`config.mk`:
```
export PLATFORM = sky130hd
export DESIGN_NAME = adc_frame_ctrl
export DESIGN_NICKNAME = d
export VERILOG_FILES = /design/src/rtl/adc_frame_ctrl.sv
export SDC_FILE = /design/constraint.sdc
export NUM_CORES = 1
export LEC_CHECK = 0
export CAP_MARGIN = 20
export CORE_ASPECT_RATIO = 0.7
export CORE_MARGIN = 4
export CORE_UTILIZATION = 40
export DETAILED_ROUTE_END_ITERATION = 6
export PLACE_DENSITY_LB_ADDON = 0.25
export SYNTH_ARGS = -nofsm -noshare
export SYNTH_HDL_FRONTEND = slang
export SYNTH_SLANG_ARGS = --single-unit
```
`constraint.sdc`:
```
create_clock -name clk -period 2.58 [get_ports clk]
set_clock_uncertainty 0.15 [all_clocks]
set_input_delay 0.258 -clock clk [delete_from_list [all_inputs] [get_ports clk]]
set_output_delay 0.258 -clock clk [all_outputs]
set_load 0.02 [all_outputs]
```
`src/rtl/adc_frame_ctrl.sv`:
```
`default_nettype none
// ============================================================================
// Module  : adc_frame_ctrl
// Brief   : ADC sample-clock generator and single-frame capture sequencer.
// Revision: 1.0 - initial release
// ============================================================================
module adc_frame_ctrl #(
  parameter int          PHASE_W   = 32,
  parameter int unsigned PHASE_INC = 439804651,
  parameter int          FRAME_LEN = 1024,
  parameter int          ADDR_W    = 10,
  parameter int          SETTLE    = 4
) (
  input  logic              clk,
  input  logic              reset,
  input  logic              start,
  input  logic              frame_ack,
  input  logic [7:0]        AD0,
  output logic              AD0_CLK,
  output logic              wr_en,
  output logic [ADDR_W-1:0] wr_addr,
  output logic [7:0]        wr_data,
  output logic              busy,
  output logic              frame_ready,
  output logic              overrun
);

  localparam logic [PHASE_W-1:0] INC       = PHASE_W'(PHASE_INC);
  localparam int                 CNT_W     = (SETTLE > 0) ? $clog2(SETTLE + 1) : 1;
  localparam logic [CNT_W-1:0]   SETTLE_LAST = CNT_W'(SETTLE - 1);
  localparam logic [ADDR_W-1:0]  ADDR_LAST = ADDR_W'(FRAME_LEN - 1);

  typedef enum logic [1:0] {
    ST_IDLE    = 2'd0,
    ST_SETTLE  = 2'd1,
    ST_CAPTURE = 2'd2,
    ST_DONE    = 2'd3
  } state_t;

  state_t             state;
  state_t             state_nxt;
  logic [PHASE_W-1:0] acc;
  logic [CNT_W-1:0]   settle_cnt;
  logic               strobe;
  logic               last_settle;
  logic               last_addr;

  // Strobe marks the edge on which AD0_CLK falls: the data is mid-eye there.
  assign strobe      = AD0_CLK & ~acc[PHASE_W-1];
  assign last_settle = (settle_cnt == SETTLE_LAST);
  assign last_addr   = (wr_addr == ADDR_LAST);
  assign busy        = (state == ST_SETTLE) || (state == ST_CAPTURE);
  assign frame_ready = (state == ST_DONE);

  always_ff @(posedge clk) begin
    if (reset) begin
      acc     <= '0;
      AD0_CLK <= 1'b0;
    end else begin
      acc     <= acc + INC;
      AD0_CLK <= acc[PHASE_W-1];
    end
  end

  always_ff @(posedge clk) begin
    if (reset) state <= ST_IDLE;
    else       state <= state_nxt;
  end

  always_comb begin
    state_nxt = state;
    case (state)
      ST_IDLE:    if (start) state_nxt = (SETTLE == 0) ? ST_CAPTURE : ST_SETTLE;
      ST_SETTLE:  if (strobe && last_settle) state_nxt = ST_CAPTURE;
      ST_CAPTURE: if (wr_en && last_addr) state_nxt = ST_DONE;
      ST_DONE:    if (frame_ack) state_nxt = ST_IDLE;
      default:    state_nxt = ST_IDLE;
    endcase
  end

  always_ff @(posedge clk) begin
    if (reset) begin
      wr_en      <= 1'b0;
      wr_addr    <= '0;
      wr_data    <= '0;
      settle_cnt <= '0;
      overrun    <= 1'b0;
    end else begin
      wr_en <= 1'b0;
      case (state)
        ST_IDLE: begin
          if (start) begin
            wr_addr    <= '0;
            settle_cnt <= '0;
            overrun    <= 1'b0;
          end
        end
        ST_SETTLE: begin
          if (strobe) settle_cnt <= settle_cnt + CNT_W'(1);
        end
        ST_CAPTURE: begin
          // Address advances the cycle after each write so wr_addr is valid with wr_en.
          if (strobe) begin
            wr_en   <= 1'b1;
            wr_data <= AD0 ^ 8'h80;
          end else if (wr_en && !last_addr) begin
            wr_addr <= wr_addr + ADDR_W'(1);
          end
        end
        default: ;
      endcase
      if (start && (state != ST_IDLE)) overrun <= 1'b1;
    end
  end

endmodule
`default_nettype wire

```
==> summary.md, run 1 <==
| Metric | Value |
|---|---|
| Status | finished clean |
| Layout Cells excl Fill | about 480 |
| Antenna viol nets, final | 0 |
| RSZ-0062 raised after global routing | no |
| Commonest cells post-synth | dfxtp_1, nand2_1, nor2_1 |
| First-pass GRT wire length | ~12000 µm |
| Post-synth EDFFs | 0 |
| Wirelength per Cell | between 10 and 15 µm |
| Worst-margin pin slew | 610 ps |
| DIE WIDTH | between 100 and 150 µm |
| Setup-failing EPs final | 0 |
| Row cnt | 25 |
| Hold endpoint | wr_addr[1]$_SDFFE_PP0P_ |
| Vias in the first global route | around 2500 |
| Top delay family on crit path | simple AND/OR/NAND/NOR gates |
| Startpoint Class | flop |
| Hold Fails Final Rpt | 0 |
| Synth area leaders | dfxtp_1, nand2_1, a21oi_1, nor2_1, ha_1 |
| DRT iter0 DRCs | 130 |
| Worst Setup End Kind | flop |
| Fill cell count | between 600 and 700 |
| GP Congestion | about 0.86 |
| Slew margin rel. | ~59% |
| Worst-path cell chain | inv_1, ha_1, nand4_1, a21oi_1, or3b_2, a21oi_1 |
| Main combinational cell family by area after synthesis | simple AND/OR/NAND/NOR gates |
| Critical path's slowest cell | ha_1 |
| CTS root buffer | clkbuf_8 |
| Hold Path Class | input port to flop |
| Crit Reg-Reg Startpoint | state[0]$_SDFFE_PP0P_ |
| Adder-Cell Fraction of Synth Area | between 3 and 4% |
| Pleak | 1.28 nW |
| Crit path top cell by count | a21oi_1 |
| XOR/XNOR Fraction of Synth Area | ~2.4% |
| Yosys warnings | 0 |
| Crit-path max cell delay | roughly 480 ps |
| F_max | roughly 440 MHz |
| Synth Flop Type | dfxtp_1 |
| Initial Utilization | a little over two fifths |
| Hold Crit Start | reset |
| Detailed Route WL | between 6000 and 7000 µm |
| Aggregate global routing overflow | 0 |
| Hold depth | 2 |
| GRT Util Overall | ~16% |
| Total CTS buffers | 9 |
| Core Util, Final | a little over half |
| Htree depth | 3 |
| Flop2flop setup slack | approximately 320 ps |
| Synth cell types | slightly below 60 |
| Simple-gate share of the synthesized area | 28.1% |
| Area share of the largest cell type after synthesis | 39.4% |
| Power per cell area | between 800 and 900 mW/mm² |
| Maximum vdd drop | between 300 and 400 µV |
| Port-buffer cells | 34 |
| Clock transition at the registers of the reported paths | about 70 ps |
| Syn-to-layout area delta | 22.7% |
| Tmin final | between 2000 and 2500 ps |
| Post-cts resize count | 0 |
| Mux cell area share after synthesis | between 3 and 4% |
| Total negative setup slack | 0 ps |
| Reg2reg path depth | 6 |
| Critical path class | flop to flop |
| Most frequent cell after synthesis | dfxtp_1 |
| Antenna cells | 0 |
| Synth Register Bits | 58 |
| Max-cap violations | 0 |
| Syn Inst Count | between 300 and 400 |
| Register area share after synthesis | between 30% and 40% |
| Cts hold-fix bufs | 0 |
| WP buf/inv | 1 |
| Critical Path AT | around 2400 ps |
| Vias/cell | 5.42 |
| DIE AREA | ~0.0088 mm² |
| CTS tree | yes |
| CTS Sinks | 58 |
| Fin. max-slew vios | 0 |
| Latest clock arrival within the worst-skew pair | around 340 ps |
| Syn Nets | ~370 |
| Max FO, Critical Path | 15 |
| Avg Inst Size Synth | 8.51 µm² |
| Post-CTS Setup Bufs | 0 |
| Leading area contributor after synthesis | dfxtp_1 |
| Die height | around 80 µm |
| Largest net degree at the start of global routing | 27 |
| Critical Path RT | 2710 ps |
| IO Count | 35 |
| Post-DP HPWL | 4580 µm |
| CTS Buffer Depth | 2 |
| DP Cell Count | between 400 and 500 |
| First-pass DRT Iterations | 4 |
| Asr flop ratio synth | 0% |
| Share of cells above drive strength 1 | 9.51% |
| Mapped cell area | between 0.002 and 0.003 mm² |
| Critical R2R Capture | wr_addr[5]$_SDFFE_PP0P_ |
| DR DRC count | 0 |
| NumNets Final | about 410 |
| Routed vias | approximately 2600 |
| Compound-cell area share of the yosys netlist | roughly a fifth |
| Levels on crit path | 6 |
| Final period util | 87.6% |
| Initial antenna violation count | 0 |
| Core Region | about 0.0069 mm² |
-- layer usage --
metal  track usage, %  part of all wire, %
met1             21.2                   52
met2             23.5                   41
met3             5.45                  5.3
met4             6.52                  1.6
met5                0                    0
-- sequential cells by signal, indices dropped and copies added (netlist names) --
register    cells
AD0_CLK         1
wr_addr        10
state           2
overrun         1
acc            32
wr_en           1
wr_data         8
settle_cnt      3
-- through the flow --
stage,hold WS [ps],instance area (µm²),power (mW),setup WS (ps)
2_1_floorplan,188,2940,1.92,571
3_3_place_gp,293,3390,2.13,428
3_5_place_dp,296,3390,2.15,365
4_1_cts,209,3610,3.11,328
5_1_grt,264,3610,3.28,94.2
6_report,226,3610,3.08,321
-- logic make-up (layout without fill, tap and decap cells) --
group	after synthesis	in the layout
compound gates	82	82
xor+xnor	8	8
fa+ha+maj	8	8
buf+inv	21	64
flops	58	58
mux	10	10
simple gates	159	159
-- layout by cell type, fill, tap and decap left out, types with 10 or more instances in the layout --
| cell type | netlist | final |
|---|---|---|
| dfxtp_1 | 58 | 58 |
| nand2_1 | 38 | 38 |
| nor2_1 | 37 | 37 |
| clkdlybuf4s50_1 | 0 | 33 |
| a21oi_1 | 28 | 28 |
| nor3_1 | 14 | 14 |
| nor2b_1 | 13 | 13 |
| o21ai_0 | 10 | 10 |
| clkbuf_8 | 0 | 10 |
-- worst max path at each step --
stage / startpoint / end / slack [ps]
floorplan: state[0]$_SDFFE_PP0P_ / wr_addr[3]$_SDFFE_PP0P_ / 570
CTS: state[0]$_SDFFE_PP0P_ / wr_addr[5]$_SDFFE_PP0P_ / 330
global route: state[0]$_SDFFE_PP0P_ / wr_addr[5]$_SDFFE_PP0P_ / 90
finish: state[0]$_SDFFE_PP0P_ / wr_addr[5]$_SDFFE_PP0P_ / 320
global placement: acc[22]$_SDFF_PP0_ / acc[30]$_SDFF_PP0_ / 430
detailed placement: state[0]$_SDFFE_PP0P_ / wr_addr[5]$_SDFFE_PP0P_ / 370
-- report_power, final --
part / switching (mW) / internal (mW)
logic: 0.502 / 0.421
clock network: 0.363 / 0.563
registers: 0.194 / 1.04
-- layout make-up --
type | instances | area (µm²) | area share (%)
multi-input combinational | 267 | 1700 | 47.1
sequential | 58 | 1160 | 32.2
timing repair buffer | 40 | 380 | 10.5
clock buffer | 10 | 138 | 3.81
tap | 94 | 118 | 3.26
clock inverter | 5 | 78.8 | 2.18
inverter | 9 | 33.8 | 0.936
(Power assumes the default switching activity.)
==> run 2: changes to the inputs <==
Settings changed: GPL_ROUTABILITY_DRIVEN set to 0.
==> results of run 2 <==
The final DEF is identical to that of run 1; final timing and power are the same.
